## src/rtl/mem_seq_pkg.sv

```systemverilog
// Shared types and constants for the byte-store sequencer: FSM state encoding
// and the group geometry (three bytes per group, last complete group base).
package mem_seq_pkg;

  localparam int GRP_BYTES = 3;

  typedef enum logic [2:0] {
    IDLE  = 3'd0,
    RD0   = 3'd1,
    RD1   = 3'd2,
    RD2   = 3'd3,
    RD3   = 3'd4,
    VALID = 3'd5,
    DONE  = 3'd6
  } seq_state_t;

  // Base of the last group that fits entirely inside the store.
  function automatic int last_base(input int adr_w);
    return GRP_BYTES * ((1 << adr_w) / GRP_BYTES) - GRP_BYTES;
  endfunction

endpackage

```

## src/rtl/mem_seq_ctrl_if.sv

```systemverilog
// Host/loader handshake plus RAM port bundle for mem_seq_ctrl.
// slave is the controller's view, master is the host/RAM side.
interface mem_seq_ctrl_if #(
  parameter int ADR_W = 6,
  parameter int DAT_W = 8
);
  logic               wr_req;
  logic [ADR_W-1:0]   wr_adr;
  logic [DAT_W-1:0]   wr_data;
  logic               wr_ack;
  logic               start;
  logic               forward;
  logic [3*DAT_W-1:0] cache;
  logic               cache_vld;
  logic [4:0]         grp_idx;
  logic               fin;
  logic               mem_en;
  logic               mem_we;
  logic [ADR_W-1:0]   mem_adr;
  logic [DAT_W-1:0]   mem_wdata;
  logic [DAT_W-1:0]   mem_rdata;

  modport slave (
    input  wr_req, wr_adr, wr_data, start, forward, mem_rdata,
    output wr_ack, cache, cache_vld, grp_idx, fin,
           mem_en, mem_we, mem_adr, mem_wdata
  );

  modport master (
    output wr_req, wr_adr, wr_data, start, forward, mem_rdata,
    input  wr_ack, cache, cache_vld, grp_idx, fin,
           mem_en, mem_we, mem_adr, mem_wdata
  );
endinterface

```

## src/rtl/mem_port_mux.sv

```systemverilog
// Combinational owner of the single RAM port: the reader wins while fetching,
// otherwise a pending loader write is granted in the same cycle.
module mem_port_mux #(
  parameter int ADR_W = 6,
  parameter int DAT_W = 8
) (
  input  logic             rst_i,
  input  logic             rd_own_i,
  input  logic [ADR_W-1:0] rd_adr_i,
  input  logic             wr_req_i,
  input  logic [ADR_W-1:0] wr_adr_i,
  input  logic [DAT_W-1:0] wr_data_i,
  output logic             wr_ack_o,
  output logic             mem_en_o,
  output logic             mem_we_o,
  output logic [ADR_W-1:0] mem_adr_o,
  output logic [DAT_W-1:0] mem_wdata_o
);

  // Grant and port select; everything is forced idle while reset is held.
  always_comb begin
    wr_ack_o    = 1'b0;
    mem_en_o    = 1'b0;
    mem_we_o    = 1'b0;
    mem_adr_o   = '0;
    mem_wdata_o = '0;
    if (rst_i) begin
      wr_ack_o = 1'b0;
    end else if (rd_own_i) begin
      mem_en_o  = 1'b1;
      mem_adr_o = rd_adr_i;
    end else if (wr_req_i) begin
      wr_ack_o    = 1'b1;
      mem_en_o    = 1'b1;
      mem_we_o    = 1'b1;
      mem_adr_o   = wr_adr_i;
      mem_wdata_o = wr_data_i;
    end else begin
      mem_en_o = 1'b0;
    end
  end

endmodule

```

## src/rtl/mem_seq_ctrl.sv

```systemverilog
// Group reader and port arbiter for the 64x8 byte store: fetches three bytes
// per group into a 24-bit cache and lets the loader write whenever the port is free.
module mem_seq_ctrl
  import mem_seq_pkg::*;
#(
  parameter int ADR_W = 6,
  parameter int DAT_W = 8
) (
  input logic           Clk,
  input logic           Rst,
  mem_seq_ctrl_if.slave bus
);

  localparam logic [ADR_W-1:0] LAST_BASE = ADR_W'(last_base(ADR_W));

  seq_state_t         state_q, state_d;
  logic [ADR_W-1:0]   base_q, base_d;
  logic [4:0]         grp_q, grp_d;
  logic [3*DAT_W-1:0] cache_q;
  logic               vld_q, fin_q;
  logic               restart_s;
  logic               rd_own_s;
  logic [ADR_W-1:0]   rd_adr_s;
  logic [2:0]         cap_s;

  // State register.
  always_ff @(posedge Clk) begin
    if (Rst) state_q <= IDLE;
    else     state_q <= state_d;
  end

  // Next state and base/group counters; start is ignored while the reader owns the port.
  always_comb begin
    state_d   = state_q;
    base_d    = base_q;
    grp_d     = grp_q;
    restart_s = bus.start && !(state_q inside {RD0, RD1, RD2});
    if (restart_s) begin
      state_d = RD0;
      base_d  = '0;
      grp_d   = 5'd0;
    end else begin
      case (state_q)
        RD0:     state_d = RD1;
        RD1:     state_d = RD2;
        RD2:     state_d = RD3;
        RD3:     state_d = VALID;
        VALID: begin
          if (bus.forward && (base_q == LAST_BASE)) begin
            state_d = DONE;
          end else if (bus.forward) begin
            state_d = RD0;
            base_d  = base_q + ADR_W'(GRP_BYTES);
            grp_d   = grp_q + 5'd1;
          end else begin
            state_d = VALID;
          end
        end
        default: state_d = state_q;
      endcase
    end
  end

  // Read address and byte-lane capture strobes (RAM data trails the address by one cycle).
  always_comb begin
    rd_own_s = 1'b0;
    rd_adr_s = base_q;
    cap_s    = 3'b000;
    case (state_q)
      RD0: rd_own_s = 1'b1;
      RD1: begin
        rd_own_s = 1'b1;
        rd_adr_s = base_q + ADR_W'(1);
        cap_s    = 3'b001;
      end
      RD2: begin
        rd_own_s = 1'b1;
        rd_adr_s = base_q + ADR_W'(2);
        cap_s    = 3'b010;
      end
      RD3:     cap_s = 3'b100;
      default: rd_own_s = 1'b0;
    endcase
  end

  // Datapath registers.
  always_ff @(posedge Clk) begin
    if (Rst) begin
      base_q  <= '0;
      grp_q   <= 5'd0;
      cache_q <= '0;
      vld_q   <= 1'b0;
      fin_q   <= 1'b0;
    end else begin
      base_q <= base_d;
      grp_q  <= grp_d;
      vld_q  <= (state_d == VALID);
      fin_q  <= (state_d == DONE);
      for (int i = 0; i < GRP_BYTES; i++) begin
        if (cap_s[i]) cache_q[i*DAT_W +: DAT_W] <= bus.mem_rdata;
      end
    end
  end

  assign bus.cache     = cache_q;
  assign bus.cache_vld = vld_q;
  assign bus.grp_idx   = grp_q;
  assign bus.fin       = fin_q;

  mem_port_mux #(.ADR_W(ADR_W), .DAT_W(DAT_W)) u_port_mux (
    .rst_i       (Rst),
    .rd_own_i    (rd_own_s),
    .rd_adr_i    (rd_adr_s),
    .wr_req_i    (bus.wr_req),
    .wr_adr_i    (bus.wr_adr),
    .wr_data_i   (bus.wr_data),
    .wr_ack_o    (bus.wr_ack),
    .mem_en_o    (bus.mem_en),
    .mem_we_o    (bus.mem_we),
    .mem_adr_o   (bus.mem_adr),
    .mem_wdata_o (bus.mem_wdata)
  );

endmodule

```

## src/flat_wrapper.sv

```systemverilog
// flat-port wrapper written by rule: the top's interface ports become plain ports
module mem_seq_ctrl_flat import mem_seq_pkg::*;
#(
  parameter int ADR_W = 6,
  parameter int DAT_W = 8
)
  (Clk, Rst, bus_wr_req, bus_wr_adr, bus_wr_data, bus_start, bus_forward, bus_mem_rdata, bus_wr_ack, bus_cache, bus_cache_vld, bus_grp_idx, bus_fin, bus_mem_en, bus_mem_we, bus_mem_adr, bus_mem_wdata);
  mem_seq_ctrl_if #(.ADR_W(ADR_W), .DAT_W(DAT_W)) bus_i ();
  input logic Clk;
  input logic Rst;
  input wire logic [$bits(bus_i.wr_req)-1:0] bus_wr_req;
  input wire logic [$bits(bus_i.wr_adr)-1:0] bus_wr_adr;
  input wire logic [$bits(bus_i.wr_data)-1:0] bus_wr_data;
  input wire logic [$bits(bus_i.start)-1:0] bus_start;
  input wire logic [$bits(bus_i.forward)-1:0] bus_forward;
  input wire logic [$bits(bus_i.mem_rdata)-1:0] bus_mem_rdata;
  output wire logic [$bits(bus_i.wr_ack)-1:0] bus_wr_ack;
  output wire logic [$bits(bus_i.cache)-1:0] bus_cache;
  output wire logic [$bits(bus_i.cache_vld)-1:0] bus_cache_vld;
  output wire logic [$bits(bus_i.grp_idx)-1:0] bus_grp_idx;
  output wire logic [$bits(bus_i.fin)-1:0] bus_fin;
  output wire logic [$bits(bus_i.mem_en)-1:0] bus_mem_en;
  output wire logic [$bits(bus_i.mem_we)-1:0] bus_mem_we;
  output wire logic [$bits(bus_i.mem_adr)-1:0] bus_mem_adr;
  output wire logic [$bits(bus_i.mem_wdata)-1:0] bus_mem_wdata;
  assign bus_i.wr_req = bus_wr_req;
  assign bus_i.wr_adr = bus_wr_adr;
  assign bus_i.wr_data = bus_wr_data;
  assign bus_i.start = bus_start;
  assign bus_i.forward = bus_forward;
  assign bus_i.mem_rdata = bus_mem_rdata;
  assign bus_wr_ack = bus_i.wr_ack;
  assign bus_cache = bus_i.cache;
  assign bus_cache_vld = bus_i.cache_vld;
  assign bus_grp_idx = bus_i.grp_idx;
  assign bus_fin = bus_i.fin;
  assign bus_mem_en = bus_i.mem_en;
  assign bus_mem_we = bus_i.mem_we;
  assign bus_mem_adr = bus_i.mem_adr;
  assign bus_mem_wdata = bus_i.mem_wdata;
  mem_seq_ctrl #(.ADR_W(ADR_W), .DAT_W(DAT_W)) u_core (.Clk(Clk), .Rst(Rst), .bus(bus_i));
endmodule
```

## config.mk

```make
export PLATFORM = sky130hd
export DESIGN_NAME = mem_seq_ctrl_flat
export DESIGN_NICKNAME = d
export VERILOG_FILES = /design/src/rtl/mem_seq_pkg.sv /design/src/rtl/mem_seq_ctrl_if.sv /design/src/rtl/mem_port_mux.sv /design/src/rtl/mem_seq_ctrl.sv /design/src/flat_wrapper.sv
export SDC_FILE = /design/constraint.sdc
export NUM_CORES = 1
export LEC_CHECK = 0
export ABC_AREA = 0
export CAP_MARGIN = 5
export CORE_MARGIN = 4
export CORE_UTILIZATION = 41
export DETAILED_ROUTE_END_ITERATION = 8
export PLACE_DENSITY = 0.74
export SLEW_MARGIN = 20
export SYNTH_ARGS = -nofsm -noshare
export SYNTH_HDL_FRONTEND = slang
export SYNTH_SLANG_ARGS = --single-unit
```

## constraint.sdc

```tcl
create_clock -name Clk -period 2.25 [get_ports Clk]
set_input_delay 0.45 -clock Clk [delete_from_list [all_inputs] [get_ports Clk]]
set_output_delay 0.45 -clock Clk [all_outputs]
set_load 0.03 [all_outputs]
```

==> metrics, run 1 <==
Worst Clk Skew 0.00378 ns; Mapped Nets 285; num ports 75; critical path buffer and inverter count 3; TritonCTS Buffers 5; Clock Latency Late Sink 0.29 ns; power per standard cell area 1020 nW/um^2; pin count of the biggest net entering global routing 28; CTS tree built; RSZ-0062 raised after global routing yes; initial antenna violation count 0; Leak 1.28 nW; Filler cells 418; initial core utilization 0.424; slack of the critical path -0.0234 ns; Mapped Avg Cell Area 8.67 sq um; DP Area 3060 sq um; Die H 80.9 um; Critical-path top delay cell dfxtp_2; # DRC 0; routed via count 2,145; Final Max Slew Viols 0; nets 381; antenna violation net count after detailed routing 0; Startpoint Class register; diodes inserted 0; GRT overflow 0; status finished with violations; Post-DP HPWL 4.26 mm; Placed Cells 398; Total Wirelength 6.05 mm; CP cell instances buf_6 -> buf_6 -> nor3b_4 -> o21a_1 -> o211a_1 -> a221o_1 -> buf_6; Initial DRT Pass Iterations 4; final setup violation count 2; max_cap viols 0; I/O Buffers 74; VDD IR-drop max 0.562 mV; full die area 6540 sq um; fraction of layout cells with a size suffix above 1 0.261; Slew headroom 0.644; Cells after Synth 251; row count 26; CP Class register to primary output; HP Class register to register; routed len/inst 14.5 um; endpoints failing hold 0; total negative slack -0.0389 ns; Fmax achieved 440 MHz; DRT iter0 DRCs 129; Most Frequent Cell on Critical Path buf_6; Synth Register Bits 40; first-pass GRT wire length 9.40 mm; Core ar. 5140 sq um; mean number of vias per cell 5.13; Tcrit/Tclk final 1.01; sequential area share after synthesis 0.368; clock tree buffer depth 2; vias in the first global route 2,029; Crit path required time 1.80 ns; failing checks negative setup slack; Final Non-Filler Cells 418; Placer Congestion 0.895; P&R area growth vs syn 57.2%; Post-synth EDFFs 0; DIE WIDTH 80.9 um; CP arrival 1.82 ns; Final Critical Period 2.27 ns; post-route cell area 3420 sq um; clock root cell clkbuf_8; H-tree levels 2; clock sink count 40; warning count from the yosys run 0; Critical Path Sink Type primary output; CP top delay family compound AO/OA/AOI/OAI gates; post-synth design cell area 2180 sq um; Clock transition at path regs 0.08 ns; Post-CTS Hold Buffers 0; Netlist cell types 43; Worst-Margin Slew 0.528 ns; CP max stage delay 0.33 ns; GRT Overall Usage 0.182; FFs w/ async S/R, synth 0; peak fanout along the critical path 8; dominant synthesized flop cell dfxtp_1
-- worst reg2reg max path: stages, from the launching register on --
cell and delay, ns:
dfxtp_2 0.35, inv_1 0.11, ha_4 0.15, and4_1 0.48, a41oi_4 0.17, a211o_1 0.33, nor4_2 0.25
-- cell families after synthesis --
group | count (synthesis) | share of synthesized area
xor+xnor | 10 | 0.0402
flops | 40 | 0.368
compound gates | 58 | 0.189
buf+inv | 23 | 0.0506
mux | 18 | 0.0833
simple gates | 95 | 0.229
fa+ha+maj | 7 | 0.0402
-- registers in the layout, summed over array words and instances (netlist names) --
| signal | count |
|---|---|
| u_core.base_q | 6 |
| u_core.bus.cache | 24 |
| u_core.bus.cache_vld | 1 |
| u_core.bus.fin | 1 |
| u_core.bus.grp_idx | 5 |
| u_core.state_q | 3 |
-- worst paths after layout --
path / from / endpoint / slack (ns) / cells after the start
hold / removal: u_core.bus.cache[3] / u_core.bus.cache[3] / 0.48 / 2
hold reg to reg: u_core.bus.cache[3] / u_core.bus.cache[3] / 0.48 / 2
setup reg to reg: u_core.base_q[0] / u_core.bus.fin / 0.34 / 6
setup / recovery: u_core.state_q[2] / bus_mem_adr[5] / -0.02 / 7
-- synth_stat cells (4+ instances only) --
| cell | number | area (sq um) |
|---|---|---|
| nand2_1 | 20 | 75.1 |
| a211oi_1 | 7 | 52.6 |
| nor3_1 | 4 | 20.0 |
| ha_1 | 7 | 87.6 |
| and2_1 | 8 | 50.1 |
| nor2b_1 | 4 | 25.0 |
| inv_1 | 6 | 22.5 |
| nand2b_1 | 7 | 43.8 |
| mux2i_1 | 17 | 170 |
| o31ai_1 | 4 | 30.0 |
| nor2_1 | 35 | 131 |
| dfxtp_1 | 40 | 801 |
| o21ai_0 | 13 | 65.1 |
| a21oi_1 | 15 | 75.1 |
| buf_2 | 4 | 20.0 |
| xnor2_1 | 10 | 87.6 |
| clkbuf_1 | 9 | 33.8 |
-- layer usage --
metal	track usage	part of all wire	routed length (um)	vias up
met2	0.296	0.44	2680	89
li1	-	-	-	1076
met3	0.0820	0.11	690	7
met4	0.0507	0.014	85	0
met5	0	0	0	-
met1	0.215	0.43	2600	973
-- where the power goes --
part           internal [W]  leakage (nW)  switching, W
clock network      0.000334        0.0548      0.000256
logic              0.000947         0.903       0.00108
registers          0.000815         0.326     0.0000689
-- cells in the final DEF, fill, tap and decap left out, drive strengths merged, types with 2 or more instances in the layout --
cell type      synthesis  routed
clkdlybuf4s50          0      57
buf                    8      48
dfxtp                 40      40
nor2                  35      35
nand2                 20      20
mux2i                 17      17
a21oi                 15      15
o21ai                 13      13
xnor2                 10      10
and2                   8       8
nand2b                 7       7
a211oi                 7       7
inv                    6       7
ha                     7       7
clkbuf                 9       6
nor3                   5       5
nor2b                  4       4
o31ai                  4       4
o21a                   3       3
nand3                  3       3
a31oi                  3       3
nor4b                  3       3
nor3b                  3       3
o211a                  2       2
o211ai                 2       2
nor4                   2       2
a211o                  2       2
a2111oi                2       2
-- what timing repair did --
action                     4_1_cts  5_1_grt
cloned                           0        0
setup buffers                    0       12
setup endpoints to repair       15       15
resized for setup               16       24
pin swaps                        2       10
-- cell type report --
type / instances / area (sq um) / area share
Clock inverter: 3 / 46.3 / 0.0135
Timing Repair Buffer: 106 / 998 / 0.292
Sequential cell: 40 / 812 / 0.237
Inverter: 6 / 22.5 / 0.00658
Multi-Input combinational cell: 188 / 1390 / 0.405
Tap cell: 70 / 87.6 / 0.0256
Clock buffer: 5 / 68.8 / 0.0201
-- metrics by stage --
step            util  total power [W]  worst slack (ns)  hold WS, ns
2_1_floorplan      -          0.00202           -0.0158        0.527
3_3_place_gp   0.594          0.00254           -0.0612        0.460
3_5_place_dp   0.594          0.00255           -0.0762        0.466
4_1_cts        0.630          0.00326           -0.0259        0.481
5_1_grt        0.666          0.00372            -0.125        0.497
6_report       0.666          0.00350           -0.0234        0.478
(Power assumes the default switching activity.)
==> run 2, diff against run 1 <==
- CORE_MARGIN: 4 -> 2
- TNS_END_PERCENT: default -> 1
==> metrics, run 2 (synthesis results as in run 1) <==
Final Critical Period 2.25 ns; dpl ws -0.0563 ns; reg2reg end u_core.bus.cache_vld; Worst R2R Start u_core.state_q[1]; Final Max Slew Viols 0; r2r setup slk 0.25 ns; nets 387; worst setup path startpoint u_core.base_q[0]; # DRC 0; commonest non-fill, non-tap cell in the layout clkdlybuf4s50_1; fraction of layout cells with a size suffix above 1 0.268; Leak 1.33 nW; H-tree levels 2; Die H 76.9 um; clock tree buffer depth 2; CTS tree built; Worst-Margin Slew 0.530 ns; clock root cell clkbuf_8; vias in the first global route 1,958; total negative slack -0.00431 ns; initial core utilization 0.426; endpoints failing hold 0; final setup violation count 1; max_cap viols 0; antenna violation net count after detailed routing 0; VDD IR-drop max 0.562 mV; Fmax achieved 444 MHz; GRT overflow 0; routed len/inst 15.3 um; DRT iter0 DRCs 127; Slew headroom 0.643; most frequent cells in the layout clkdlybuf4s50_1 (56), buf_4 (46), nor2_1 (35), dfxtp_1 (35), nand2_1 (20); Post-CTS Hold Buffers 0; post-route cell area 3470 sq um; DP Area 3040 sq um; DIE WIDTH 76.9 um; power per standard cell area 1060 nW/um^2; Crit path required time 1.80 ns; mean number of vias per cell 5.25; pin count of the biggest net entering global routing 28; Post-DP HPWL 4.00 mm; initial antenna violation count 0; P&R area growth vs syn 59.3%; Critical Path Sink Type primary output; failing checks negative setup slack; Startpoint Class register; status finished with violations; CP arrival 1.80 ns; HP Class register to register; Initial DRT Pass Iterations 4; first-pass GRT wire length 9.46 mm; Critical Path End bus_mem_adr[4]; peak fanout along the critical path 6; GRT Overall Usage 0.195; Total Wirelength 6.48 mm; Core ar. 5110 sq um; RSZ-0062 raised after global routing yes; full die area 5910 sq um; Clock Latency Late Sink 0.30 ns; row count 26; Placer Congestion 0.843; number of cells on the worst reg-to-reg path 7; clock sink count 40; CP Class register to primary output; HP Start u_core.bus.cache[0]; diodes inserted 0; flip-flop count of the largest register after layout 24; routed via count 2,224; Clock transition at path regs 0.08 ns; I/O Buffers 74; Tcrit/Tclk final 1.00; TritonCTS Buffers 5; Worst Clk Skew 0.00530 ns; num ports 75; slack of the critical path -0.00431 ns
run 2: cell count changes in the layout (fill, tap and decap cells not counted), sizes merged:
cell and delta:
buf +6, clkbuf +1, clkdlybuf4s50 -1, clkinv +1, clkinvlp -1, dlygate4sd2 +1
inv -1
run 2: cell type report:
type	count	area, sq um
tap	70	87.6
inverter	6	22.5
fill	402	1640
clock buffer	6	72.6
timing repair buffer	112	1050
multi-input combinational	188	1380
sequential	40	820
clock inverter	2	35.0
run 2: worst max-delay path: stages, from the launching register on:
cell and delay, ns:
dfxtp_4 0.38, ha_1 0.24, mux2_2 0.29, a31oi_2 0.20
a211oi_2 0.10, o21ai_2 0.15, buf_6 0.15
run 2: how the worst min path moves through the flow:
stage / slack [ns] / endpoint / cells after the start
6_report: 0.48 / u_core.bus.cache[0] / 2
5_1_grt: 0.50 / u_core.bus.cache[4] / 2
3_5_place_dp: 0.47 / u_core.bus.cache[2] / 2
3_3_place_gp: 0.46 / u_core.bus.cache[1] / 2
4_1_cts: 0.49 / u_core.bus.cache[2] / 2
2_1_floorplan: 0.53 / u_core.base_q[1] / 2
run 2: through the flow:
stage	instances	util	power [W]	hold WS, ns
global route	424	0.679	0.00384	0.497
CTS	408	0.637	0.00333	0.485
detailed placement	397	0.596	0.00259	0.469
finish	424	0.679	0.00367	0.480
global placement	397	0.596	0.00257	0.461
floorplan	251	-	0.00201	0.527
run 2: report_power, final:
group	switching, W	internal (W)
sequential	0.0000898	0.000821
clock	0.000251	0.000329
combinational	0.00115	0.00103
run 2: timing repair:
action	in CTS	in global routing
gates cloned	1	1
setup buffers	2	15
gates resized for setup	26	18
pin swaps	3	8
hold endpoints to repair	0	0
endpoints found under the setup margin	12	13
run 2: per-layer routing:
layer | vias up | GRT usage | share of wire
li1 | 1079 | - | -
met1 | 1040 | 0.241 | 0.42
met2 | 91 | 0.314 | 0.46
met3 | 14 | 0.0788 | 0.099
met4 | 0 | 0.0545 | 0.022
met5 | - | 0 | 0
==> run 3, diff against run 2 <==
- CAP_MARGIN: 5 -> 20
- GPL_ROUTABILITY_DRIVEN: default -> 0
==> results of run 3 <==
The final DEF is identical to that of run 2; final timing and power are the same.
